$ cat src/rtl/stream_compare_pkg.sv
// Shared types and helpers for the multi-width stream comparator.
// Holds the FSM state encoding, per-pop count deltas and the popcount / saturating-add functions.
package stream_compare_pkg;

    localparam int CNT_WIDTH_DEF = 32;
    localparam int MAX_TDATA_W   = 512;
    localparam int MAX_CNT_W     = 64;
    localparam int POP_W         = 10;

    typedef enum logic [1:0] {
        ST_IDLE = 2'b00,
        ST_RUN  = 2'b01,
        ST_HALT = 2'b10
    } state_t;

    // Amount each live counter advances on one pop (word/err are 0 or 1).
    typedef struct packed {
        logic [POP_W-1:0] word;
        logic [POP_W-1:0] err;
        logic [POP_W-1:0] bit_err;
    } status_t;

    function automatic logic [POP_W-1:0] popcount(input logic [MAX_TDATA_W-1:0] v);
        logic [POP_W-1:0] n;
        n = '0;
        for (int i = 0; i < MAX_TDATA_W; i++) begin
            n = n + POP_W'(v[i]);
        end
        return n;
    endfunction

    // a is never above max_v, so the guard below cannot underflow.
    function automatic logic [MAX_CNT_W-1:0] sat_add(input logic [MAX_CNT_W-1:0] a,
                                                     input logic [MAX_CNT_W-1:0] b,
                                                     input logic [MAX_CNT_W-1:0] max_v);
        if (b > (max_v - a)) begin
            return max_v;
        end else begin
            return a + b;
        end
    endfunction

endpackage

$ cat src/rtl/stream_compare_fifo.sv
// Per-side synchronous FIFO with synchronous flush; read data is the head word, valid while not empty.
module stream_compare_fifo
    import stream_compare_pkg::*;
#(
    parameter int W  = 32,
    parameter int AW = 3
) (
    input  logic         clk,
    input  logic         aresetn,
    input  logic         i_flush,
    input  logic         i_wr_en,
    input  logic [W-1:0] i_wr_data,
    input  logic         i_rd_en,
    output logic [W-1:0] o_rd_data,
    output logic         o_full,
    output logic         o_empty
);

    localparam int DEPTH = 1 << AW;

    logic [W-1:0] r_mem [DEPTH];
    logic [AW:0]  r_wr_ptr;
    logic [AW:0]  r_rd_ptr;
    logic         w_do_wr;
    logic         w_do_rd;

    assign o_empty   = (r_wr_ptr == r_rd_ptr);
    assign o_full    = (r_wr_ptr[AW] != r_rd_ptr[AW]) && (r_wr_ptr[AW-1:0] == r_rd_ptr[AW-1:0]);
    assign w_do_wr   = i_wr_en && !o_full && !i_flush;
    assign w_do_rd   = i_rd_en && !o_empty && !i_flush;
    assign o_rd_data = r_mem[r_rd_ptr[AW-1:0]];

    // Pointer update; flush empties the FIFO regardless of same-cycle traffic.
    always_ff @(posedge clk or negedge aresetn) begin
        if (!aresetn) begin
            r_wr_ptr <= '0;
            r_rd_ptr <= '0;
        end else if (i_flush) begin
            r_wr_ptr <= '0;
            r_rd_ptr <= '0;
        end else begin
            if (w_do_wr) r_wr_ptr <= r_wr_ptr + {{AW{1'b0}}, 1'b1};
            if (w_do_rd) r_rd_ptr <= r_rd_ptr + {{AW{1'b0}}, 1'b1};
        end
    end

    // Storage array write port.
    always_ff @(posedge clk) begin
        if (w_do_wr) r_mem[r_wr_ptr[AW-1:0]] <= i_wr_data;
    end

endmodule

$ cat src/rtl/stream_compare_multi.sv
// Word-by-word comparator of two AXI-Stream inputs with skew FIFOs, masked compare,
// saturating word/error/bit-error counters, first-error capture and a latched snapshot.
module stream_compare_multi
    import stream_compare_pkg::*;
#(
    parameter int TDATA_WIDTH = 32,
    parameter int FIFO_AW     = 3,
    parameter int CNT_WIDTH   = CNT_WIDTH_DEF
) (
    input  logic                   clk,
    input  logic                   aresetn,
    input  logic [TDATA_WIDTH-1:0] S_AXIS_0_TDATA,
    input  logic                   S_AXIS_0_TVALID,
    output logic                   S_AXIS_0_TREADY,
    input  logic [TDATA_WIDTH-1:0] S_AXIS_1_TDATA,
    input  logic                   S_AXIS_1_TVALID,
    output logic                   S_AXIS_1_TREADY,
    input  logic                   ctrl_enable,
    input  logic                   ctrl_clear,
    input  logic                   ctrl_stop_on_err,
    input  logic                   ctrl_latch,
    input  logic [TDATA_WIDTH-1:0] cmp_mask,
    output logic [CNT_WIDTH-1:0]   snap_word_count,
    output logic [CNT_WIDTH-1:0]   snap_err_count,
    output logic [CNT_WIDTH-1:0]   snap_bit_err_count,
    output logic                   first_err_valid,
    output logic [CNT_WIDTH-1:0]   first_err_index,
    output logic [TDATA_WIDTH-1:0] first_err_xor,
    output logic                   skew_fault,
    output logic [1:0]             state
);

    localparam logic [MAX_CNT_W-1:0] CNT_MAX = MAX_CNT_W'({CNT_WIDTH{1'b1}});

    state_t                 r_state;
    logic                   r_rst_done;
    logic [CNT_WIDTH-1:0]   r_word, r_err, r_bit_err;
    logic [CNT_WIDTH-1:0]   r_snap_word, r_snap_err, r_snap_bit_err;
    logic                   r_fe_valid;
    logic [CNT_WIDTH-1:0]   r_fe_index;
    logic [TDATA_WIDTH-1:0] r_fe_xor;
    logic                   r_skew;

    logic                   w_full0, w_full1, w_empty0, w_empty1;
    logic [TDATA_WIDTH-1:0] w_rd0, w_rd1;
    logic                   w_tready0, w_tready1;
    logic                   w_run, w_flush, w_wr0, w_wr1, w_pop, w_mism, w_skew;
    logic [TDATA_WIDTH-1:0] w_diff;
    status_t                w_delta;
    logic [CNT_WIDTH-1:0]   w_word_nxt, w_err_nxt, w_bit_err_nxt;

    assign w_run   = (r_state == ST_RUN);
    assign w_flush = ctrl_clear || (r_state == ST_IDLE);
    assign w_wr0   = w_run && S_AXIS_0_TVALID && w_tready0;
    assign w_wr1   = w_run && S_AXIS_1_TVALID && w_tready1;
    assign w_pop   = w_run && !w_empty0 && !w_empty1 && !ctrl_clear;
    assign w_diff  = (w_rd0 ^ w_rd1) & cmp_mask;
    assign w_mism  = w_pop && (w_diff != '0);
    assign w_skew  = w_run && ((w_full0 && w_empty1) || (w_full1 && w_empty0));

    stream_compare_fifo #(.W(TDATA_WIDTH), .AW(FIFO_AW)) u_fifo0 (
        .clk       (clk),
        .aresetn   (aresetn),
        .i_flush   (w_flush),
        .i_wr_en   (w_wr0),
        .i_wr_data (S_AXIS_0_TDATA),
        .i_rd_en   (w_pop),
        .o_rd_data (w_rd0),
        .o_full    (w_full0),
        .o_empty   (w_empty0)
    );

    stream_compare_fifo #(.W(TDATA_WIDTH), .AW(FIFO_AW)) u_fifo1 (
        .clk       (clk),
        .aresetn   (aresetn),
        .i_flush   (w_flush),
        .i_wr_en   (w_wr1),
        .i_wr_data (S_AXIS_1_TDATA),
        .i_rd_en   (w_pop),
        .o_rd_data (w_rd1),
        .o_full    (w_full1),
        .o_empty   (w_empty1)
    );

    // Ready per state: IDLE sinks everything, RUN backpressures on full, HALT and reset stall.
    always_comb begin
        w_tready0 = 1'b0;
        w_tready1 = 1'b0;
        if (r_rst_done) begin
            case (r_state)
                ST_IDLE: begin
                    w_tready0 = 1'b1;
                    w_tready1 = 1'b1;
                end
                ST_RUN: begin
                    w_tready0 = !w_full0;
                    w_tready1 = !w_full1;
                end
                default: begin
                    w_tready0 = 1'b0;
                    w_tready1 = 1'b0;
                end
            endcase
        end else begin
            w_tready0 = 1'b0;
            w_tready1 = 1'b0;
        end
    end

    // Counter deltas for the current pop.
    always_comb begin
        w_delta = '0;
        if (w_pop) begin
            w_delta.word = POP_W'(1'b1);
            if (w_diff != '0) begin
                w_delta.err     = POP_W'(1'b1);
                w_delta.bit_err = popcount(MAX_TDATA_W'(w_diff));
            end else begin
                w_delta.err     = '0;
                w_delta.bit_err = '0;
            end
        end else begin
            w_delta = '0;
        end
    end

    assign w_word_nxt    = CNT_WIDTH'(sat_add(MAX_CNT_W'(r_word),    MAX_CNT_W'(w_delta.word),    CNT_MAX));
    assign w_err_nxt     = CNT_WIDTH'(sat_add(MAX_CNT_W'(r_err),     MAX_CNT_W'(w_delta.err),     CNT_MAX));
    assign w_bit_err_nxt = CNT_WIDTH'(sat_add(MAX_CNT_W'(r_bit_err), MAX_CNT_W'(w_delta.bit_err), CNT_MAX));

    // Holds ready low for the first cycle out of reset.
    always_ff @(posedge clk or negedge aresetn) begin
        if (!aresetn) r_rst_done <= 1'b0;
        else          r_rst_done <= 1'b1;
    end

    // Control FSM; clear overrides every transition.
    always_ff @(posedge clk or negedge aresetn) begin
        if (!aresetn) begin
            r_state <= ST_IDLE;
        end else if (ctrl_clear) begin
            r_state <= ctrl_enable ? ST_RUN : ST_IDLE;
        end else begin
            case (r_state)
                ST_IDLE: r_state <= ctrl_enable ? ST_RUN : ST_IDLE;
                ST_RUN: begin
                    if (!ctrl_enable)                      r_state <= ST_IDLE;
                    else if (w_mism && ctrl_stop_on_err)   r_state <= ST_HALT;
                    else                                   r_state <= ST_RUN;
                end
                ST_HALT: r_state <= ctrl_enable ? ST_HALT : ST_IDLE;
                default: r_state <= ST_IDLE;
            endcase
        end
    end

    // Live counters, snapshot, first-error capture and sticky skew flag.
    always_ff @(posedge clk or negedge aresetn) begin
        if (!aresetn) begin
            r_word         <= '0;
            r_err          <= '0;
            r_bit_err      <= '0;
            r_snap_word    <= '0;
            r_snap_err     <= '0;
            r_snap_bit_err <= '0;
            r_fe_valid     <= 1'b0;
            r_fe_index     <= '0;
            r_fe_xor       <= '0;
            r_skew         <= 1'b0;
        end else if (ctrl_clear) begin
            r_word         <= '0;
            r_err          <= '0;
            r_bit_err      <= '0;
            r_snap_word    <= '0;
            r_snap_err     <= '0;
            r_snap_bit_err <= '0;
            r_fe_valid     <= 1'b0;
            r_fe_index     <= '0;
            r_fe_xor       <= '0;
            r_skew         <= 1'b0;
        end else begin
            r_word    <= w_word_nxt;
            r_err     <= w_err_nxt;
            r_bit_err <= w_bit_err_nxt;
            if (ctrl_latch) begin
                r_snap_word    <= r_word;
                r_snap_err     <= r_err;
                r_snap_bit_err <= r_bit_err;
            end
            if (w_mism && !r_fe_valid) begin
                r_fe_valid <= 1'b1;
                r_fe_index <= r_word;
                r_fe_xor   <= w_diff;
            end
            if (w_skew) r_skew <= 1'b1;
        end
    end

    assign S_AXIS_0_TREADY    = w_tready0;
    assign S_AXIS_1_TREADY    = w_tready1;
    assign snap_word_count    = r_snap_word;
    assign snap_err_count     = r_snap_err;
    assign snap_bit_err_count = r_snap_bit_err;
    assign first_err_valid    = r_fe_valid;
    assign first_err_index    = r_fe_index;
    assign first_err_xor      = r_fe_xor;
    assign skew_fault         = r_skew;
    assign state              = r_state;

endmodule

$ cat config.mk
export PLATFORM = sky130hd
export DESIGN_NAME = stream_compare_multi
export DESIGN_NICKNAME = d
export VERILOG_FILES = /design/src/rtl/stream_compare_pkg.sv /design/src/rtl/stream_compare_fifo.sv /design/src/rtl/stream_compare_multi.sv
export SDC_FILE = /design/constraint.sdc
export NUM_CORES = 1
export LEC_CHECK = 0
export CAP_MARGIN = 20
export CORE_ASPECT_RATIO = 0.9
export CORE_MARGIN = 5
export CORE_UTILIZATION = 43
export CTS_BUF_LIST = sky130_fd_sc_hd__clkbuf_4
export CTS_CLUSTER_SIZE = 14
export DETAILED_ROUTE_END_ITERATION = 10
export GPL_TIMING_DRIVEN = 0
export PLACE_DENSITY = 0.65
export SETUP_SLACK_MARGIN = 0.3
export SYNTH_ARGS = -nofsm -noshare
export SYNTH_HDL_FRONTEND = slang
export SYNTH_SLANG_ARGS = --single-unit
$ cat constraint.sdc
create_clock -name clk -period 19 [get_ports clk]
set_input_delay 3.8 -clock clk [delete_from_list [all_inputs] [get_ports clk]]
set_output_delay 3.8 -clock clk [all_outputs]
set_load 0.01 [all_outputs]
; ---- Word level (Yosys, flattened, before mapping)
; Memory sizes are Yosys's and may differ from the RTL's.
; Index checks and enable logic that the tools add are counted.
[classes]
order_cmp = 3
n_eq_ne = 8
n_addsub = 41
reduce_logical = 41
n_bitwise = 2
muxes = 44
[ops]
columns = operator, count
row1 = 32-bit 2-to-1 mux, 16
row2 = 10-bit by 1-bit adder with 10-bit output, 22
row3 = 10-bit by 64-bit > comparator with 1-bit output, 3
row4 = 32-bit by 32-bit subtractor with 33-bit output (first input constant), 3
row5 = 32-bit by 10-bit adder with 32-bit output, 2
row6 = 32-bit by 1-bit adder with 32-bit output, 1
row7 = 32-bit AND, 1
row8 = 4-bit 2-to-1 mux, 8
row9 = 32-bit nonzero test, 1
row10 = 32-bit bitwise XOR, 1
row11 = 1-bit logical AND, 23
row12 = 21-bit 2-to-1 mux, 1
row13 = 4-bit by 1-bit adder with 4-bit output (second input constant), 4
row14 = 2-bit nonzero test, 7
row15 = 1-bit 2-to-1 mux, 11
row16 = 11-bit 2-to-1 mux, 1
row17 = 9-bit by 1-bit adder with 10-bit output, 1
row18 = 8-bit by 1-bit adder with 9-bit output, 1
row19 = 7-bit by 1-bit adder with 8-bit output, 1
row20 = 4-bit equality test, 2
row21 = 2-bit 2-to-1 mux, 4
row22 = 6-bit by 1-bit adder with 7-bit output, 1
row23 = 1-bit logical NOT, 7
row24 = 5-bit by 1-bit adder with 6-bit output, 1
row25 = 12 further kinds, 16
[totals]
elab_cells = 157
ff_bits = 277
ram_bits = 512
mem_count = 2
inputBits = 104
[mem_list]
columns = name, words, width, read_ports, rd_clocked_by_memory_dff, write_ports, line_no
row1 = u_fifo0.r_mem, 8, 32, 1, 0, 1, stream_compare_fifo.sv:21  ; logic [W-1:0] r_mem [DEPTH];
row2 = u_fifo1.r_mem, 8, 32, 1, 0, 1, stream_compare_fifo.sv:21

; ---- Logic depth before layout (Yosys ltp)
; An unclocked memory read counts as a cell.
[depth]
ltp_word = 39
depth_mapped = 35
ltp_nobuf = 31

; ---- Cells and area by module
; Synthesis repeated with hierarchy kept, for this count alone.
[hier_totals]
cells_unflattened = 2146
area_unflattened_um2 = 34104.0
[by_module_without_submodules]
columns = mod, n_inst, cells_per_inst, area_per_inst_um2
row1 = stream_compare_multi, 1, 1246, 13257.7
row2 = stream_compare_fifo at u_fifo0, 1, 450, 10436.3
row3 = stream_compare_fifo at u_fifo1, 1, 450, 10410.0

; ---- Least setup slack after synthesis
; No wires, ideal clock.
[synth_path]
path_type = input to register
from = in cmp_mask[11]
to = reg r_bit_err[26]
required_time_ns = 18.863
setup_time_ns = 0.137
n_path_buf = 0
setup_slack_ns = 9.184
stages = 24
t_arrival_ns = 9.679
cell_sequence = nand3b_1 fa_1 inv_1 fa_1 inv_1 fa_1 fa_1 fa_1 fa_1 inv_1 ha_1 inv_1 fa_1 or2_2 fa_1 nor2b_1 o21ai_0 a21oi_1 o21ai_0 a211oi_1 nand2_1 nor2_1 xnor2_1 a21oi_1
[synth_via]
elab_chain_len = 27
[synth_lines]
columns = element, line_no
row1 = start: declaration, stream_compare_multi.sv:22  ; input logic [TDATA_WIDTH-1:0] cmp_mask,
row2 = 32-bit AND (*), stream_compare_multi.sv:57  ; assign w_diff = (w_rd0 ^ w_rd1) & cmp_mask;
row3 = 10-bit by 1-bit adder with 10-bit output (21 in series), stream_compare_pkg.sv:27  ; n = n + POP_W'(v[i]);
row4 = 11-bit 2-to-1 mux (*), stream_compare_multi.sv:115  ; if (w_diff != '0) begin
row5 = 21-bit 2-to-1 mux (*), stream_compare_multi.sv:113  ; if (w_pop) begin
row6 = 10-bit by 64-bit > comparator with 1-bit output or 32-bit by 10-bit adder with 32-bit output (tied branches), "stream_compare_pkg.sv:36, stream_compare_pkg.sv:39"
row7 = 32-bit 2-to-1 mux (*), stream_compare_pkg.sv:36  ; if (b > (max_v - a)) begin
row8 = 32-bit 2-to-1 mux (*), stream_compare_multi.sv:170  ; end else if (ctrl_clear) begin
row9 = end signal: assignment, stream_compare_multi.sv:184  ; r_bit_err <= w_bit_err_nxt;
row10 = end: declaration, stream_compare_multi.sv:37  ; logic [CNT_WIDTH-1:0] r_word, r_err, r_bit_err;
; Mark *: on every way between the ends. The rest lies on a longest branch, timed or not.
; A chain may end at the register's enable or synchronous reset.

; ---- Worst setup path after layout
[layout_path]
from = in cmp_mask[5]
to = reg r_bit_err[23]
[layout_via]
elab_chain_len = 33
[layout_lines]
columns = element, line_no
row1 = 32-bit AND (*), stream_compare_multi.sv:57
row2 = 5-bit by 1-bit adder with 6-bit output, stream_compare_pkg.sv:27
row3 = 6-bit by 1-bit adder with 7-bit output, stream_compare_pkg.sv:27
row4 = 7-bit by 1-bit adder with 8-bit output, stream_compare_pkg.sv:27
row5 = 8-bit by 1-bit adder with 9-bit output, stream_compare_pkg.sv:27
row6 = 9-bit by 1-bit adder with 10-bit output, stream_compare_pkg.sv:27
row7 = 10-bit by 1-bit adder with 10-bit output (22 in series), stream_compare_pkg.sv:27
row8 = 11-bit 2-to-1 mux (*), stream_compare_multi.sv:115
row9 = 21-bit 2-to-1 mux (*), stream_compare_multi.sv:113
row10 = 10-bit by 64-bit > comparator with 1-bit output or 32-bit by 10-bit adder with 32-bit output (tied branches), "stream_compare_pkg.sv:36, stream_compare_pkg.sv:39"
row11 = 32-bit 2-to-1 mux (*), stream_compare_pkg.sv:36
row12 = 32-bit 2-to-1 mux (*), stream_compare_multi.sv:170
; Marked as above.

==> run summary <==
Status: finished, final reports clean
Sequential power share: 53.0%
Net Sw Power: 0.000818 W
Port Buffer Count: 268
Gpl congestion: 0.869
Root Driver: clkbuf_4
CTS HTree Levels: 4
Dpl ws: 7680 ps
Wirelength, routed: 86100 µm
Clk_skew: 72.8 ps
Switching Share: 23.6%
Synth Cell Area: 0.0330 mm²
CTS Buffer Depth: 3
Post-synth EDFFs: 512
Clock latency at the later pin of the worst-skew pair: 1040 ps
Die ar.: 0.0825 mm²
Slew margin rel.: 24.4%
Post-CTS Setup Bufs: 0
Initial DRT Pass Iterations: 5
Worst hold margin: 502 ps
Yosys cell types: 56
Clock share of power: 41.4%
Largest net degree at the start of global routing: 104
HPWL after DPL: 60800 µm
Async S/R FF share, synth: 35.1%
Final min period: 10400 ps
CP max FO: 6
Yosys warning count: 0
Die Ht: 273 µm
Final setup vio count: 0
Hold Buf Count CTS: 0
First DRT Iteration DRCs: 1457
WP data required: 19870 ps
Nets: 2777
Via Count: 20.2k
CTS Buf Count: 198
Antenna Violating Nets Remaining: 0
Setup TNS: 0 ps
Max frequency: 96.2 MHz
Top FF cell, synth: edfxtp_1
Initial Utilization: 43.4%
Worst EP arrival: 11270 ps
Post-Synthesis Cells: 2128
Overflow after GRT: 0
CP Class: in -> reg
Worst min path class: reg -> reg
Final hold vios: 0
PD cells: 86.2 mW/mm²
Crit end category: flop
Layout Utilization: 52.7%
Clock transition at path regs: 60 ps
Startpoint types: input pin
Number of synthesized register bits: 789
Final worst-path setup slack: 8600 ps
Ports: 270
Core Area: 0.0762 mm²
Worst-Margin Slew: 1120 ps
Remaining DRCs: 0
Fin crit share: 54.7%
Global-route wire length before repair: 129000 µm
Placed cell area: 0.0376 mm²
CTS Sinks: 789
Design Area, Final: 0.0401 mm²
Filler Cells Inserted: 6335
Combinational share of power: 5.5%
Layout cells sized above 1: 18.8%
Drt wl/cell: 22.7 µm
P&R area growth vs syn: 21.5%
CTS tree: yes
Initial antenna violation count: 8
Post-Syn Nets: 2282
Max-Cap Viols: 0
Tot GR Track Use: 20.9%
Number of global-route vias before repair: 21.1k
Cell Rows: 96
Cts repair resizes: 0
Post-synthesis average cell area: 15.5 µm²
RSZ-0062 raised after global routing: false
Max VDD drop: 0.0000696 V
DR vias/cell: 5.31
Die width: 302 µm
Slew Limit Fails: 0
Sequential share of the synthesized area: 67.5%
Internal Power: 0.00264 W
P_leak: 14.8 nW
area by class of cell:
class                   instances  area (µm²)  share of cell area [%]
repair buffers                295        3160                    7.88
multi-input cells            1169       10100                    25.1
diodes                          7        17.5                  0.0436
well taps                    1029        1290                    3.21
clock inverters                51         353                   0.879
flip-flops and latches        789       22300                    55.6
plain buffers                 109         526                    1.31
inverters                      61         229                   0.570
clock buffers                 290        2180                    5.42
power groups by stage:
stage,Combinational [W],Clock (W),Sequential (W)
2_1_floorplan,0.0000968,0,0.00187
3_3_place_gp,0.000180,0,0.00187
3_5_place_dp,0.000190,0,0.00187
4_1_cts,0.000191,0.00148,0.00183
5_1_grt,0.000214,0.00157,0.00183
6_report,0.000191,0.00143,0.00183
placed cells by master, fill, tap and decap left out, types with 14 or more instances in the layout:
cell type / count
a21oi_1: 108
buf_6: 14
clkbuf_4: 290
xnor2_1: 46
inv_1: 59
buf_4: 16
clkbuf_1: 52
dfrtp_1: 277
nand4_1: 20
and3_1: 18
xor2_1: 87
nand3_1: 38
buf_2: 24
clkinv_1: 31
clkdlybuf4s50_1: 267
buf_1: 14
fa_1: 25
mux2i_1: 250
edfxtp_1: 512
mux4_2: 110
nand2_1: 124
nor2_1: 190
a22oi_1: 17
ha_1: 25
sequential cells by signal (all words and copies together) (netlist names):
signal and cells:
u_fifo0.r_mem 256, u_fifo1.r_mem 256, first_err_index 32, first_err_xor 32, r_bit_err 32, r_err 32, r_word 32, snap_bit_err_count 32
snap_err_count 32, snap_word_count 32, u_fifo0.r_rd_ptr 4, u_fifo0.r_wr_ptr 4, u_fifo1.r_rd_ptr 4, u_fifo1.r_wr_ptr 4, state 2, first_err_valid 1
r_rst_done 1, skew_fault 1
through the flow:
stage | power, W | instances
detailed placement | 0.00206 | 3452
global placement | 0.00205 | 3425
floorplan | 0.00197 | 2128
global route | 0.00361 | 3795
finish | 0.00346 | 3800
CTS | 0.00350 | 3793
critical path: stages:
cell and delay (ps):
clkdlybuf4s50_1 550, nand2_1 270, inv_1 100, fa_1 540, inv_1 50, fa_1 470
fa_1 410, inv_1 100, fa_1 450, fa_1 550, inv_1 60, fa_1 660
inv_1 70, ha_1 290, a21o_1 180, a21oi_1 190, nor2b_1 190, nor3_1 80
ha_1 340, inv_1 80, o21ai_0 180, a21oi_1 130, o21ai_0 580, nor3b_1 490
and4_1 280, xnor2_1 120, a21oi_1 80
final timing paths:
path | start | to | slack [ps] | cells past startpoint
max | cmp_mask[5] | r_bit_err[23] | 8600 | 27
min | skew_fault | skew_fault | 500 | 2
max reg2reg | u_fifo1.r_rd_ptr[0] | r_bit_err[23] | 9530 | 31
min reg2reg | skew_fault | skew_fault | 500 | 2
max in group asynchronous | aresetn | r_word[22] | 14780 | 3
min in group asynchronous | aresetn | r_err[1] | 2850 | 1
synth_stat cells (all sizes together), types with 3 or more instances:
library cell  number  area share [%]
a21o               4           0.091
a21oi            108             1.6
a22oi             17            0.39
a31oi              4           0.076
and2               4           0.076
and3              18            0.34
and4               5            0.13
buf               57             1.0
clkbuf            52            0.59
dfrtp            277              21
edfxtp           512              47
fa                25             1.5
ha                25            0.95
inv               61            0.69
mux2               5            0.17
mux2i            250             7.6
mux4             110             7.5
nand2            124             1.4
nand2b            10            0.19
nand3             38            0.58
nand3b             7            0.16
nand4             20            0.38
nor2             202             2.3
nor2b              7            0.13
nor3              12            0.18
nor4               3           0.076
o21ai             10            0.15
or2                3           0.057
or3                3           0.057
xnor2             46             1.2
xor2              87             2.3
cell families (layout without fill, tap and decap cells):
kind of cell | Yosys count | count (layout) | synth area share, %
AO/OA/AOI/OAI | 157 | 157 | 2.71
multiplexers | 365 | 365 | 15.2
XOR/XNOR | 133 | 133 | 3.53
adder cells (fa/ha/maj) | 50 | 50 | 2.46
other | 1 | 8 | 0.0114
flip-flops | 789 | 789 | 67.5
AND/OR/NAND/NOR | 463 | 463 | 6.23
buffers and inverters | 170 | 806 | 2.28
per-layer routing:
metal | global-route usage (%) | share of wire [%] | vias up
li1 | - | - | 8969
met1 | 28.0 | 43 | 10305
met2 | 32.9 | 47 | 760
met3 | 6.49 | 8.6 | 132
met4 | 6.44 | 2.1 | 6
met5 | 0 | 0.055 | -
Power figures use the tool's default switching activity.
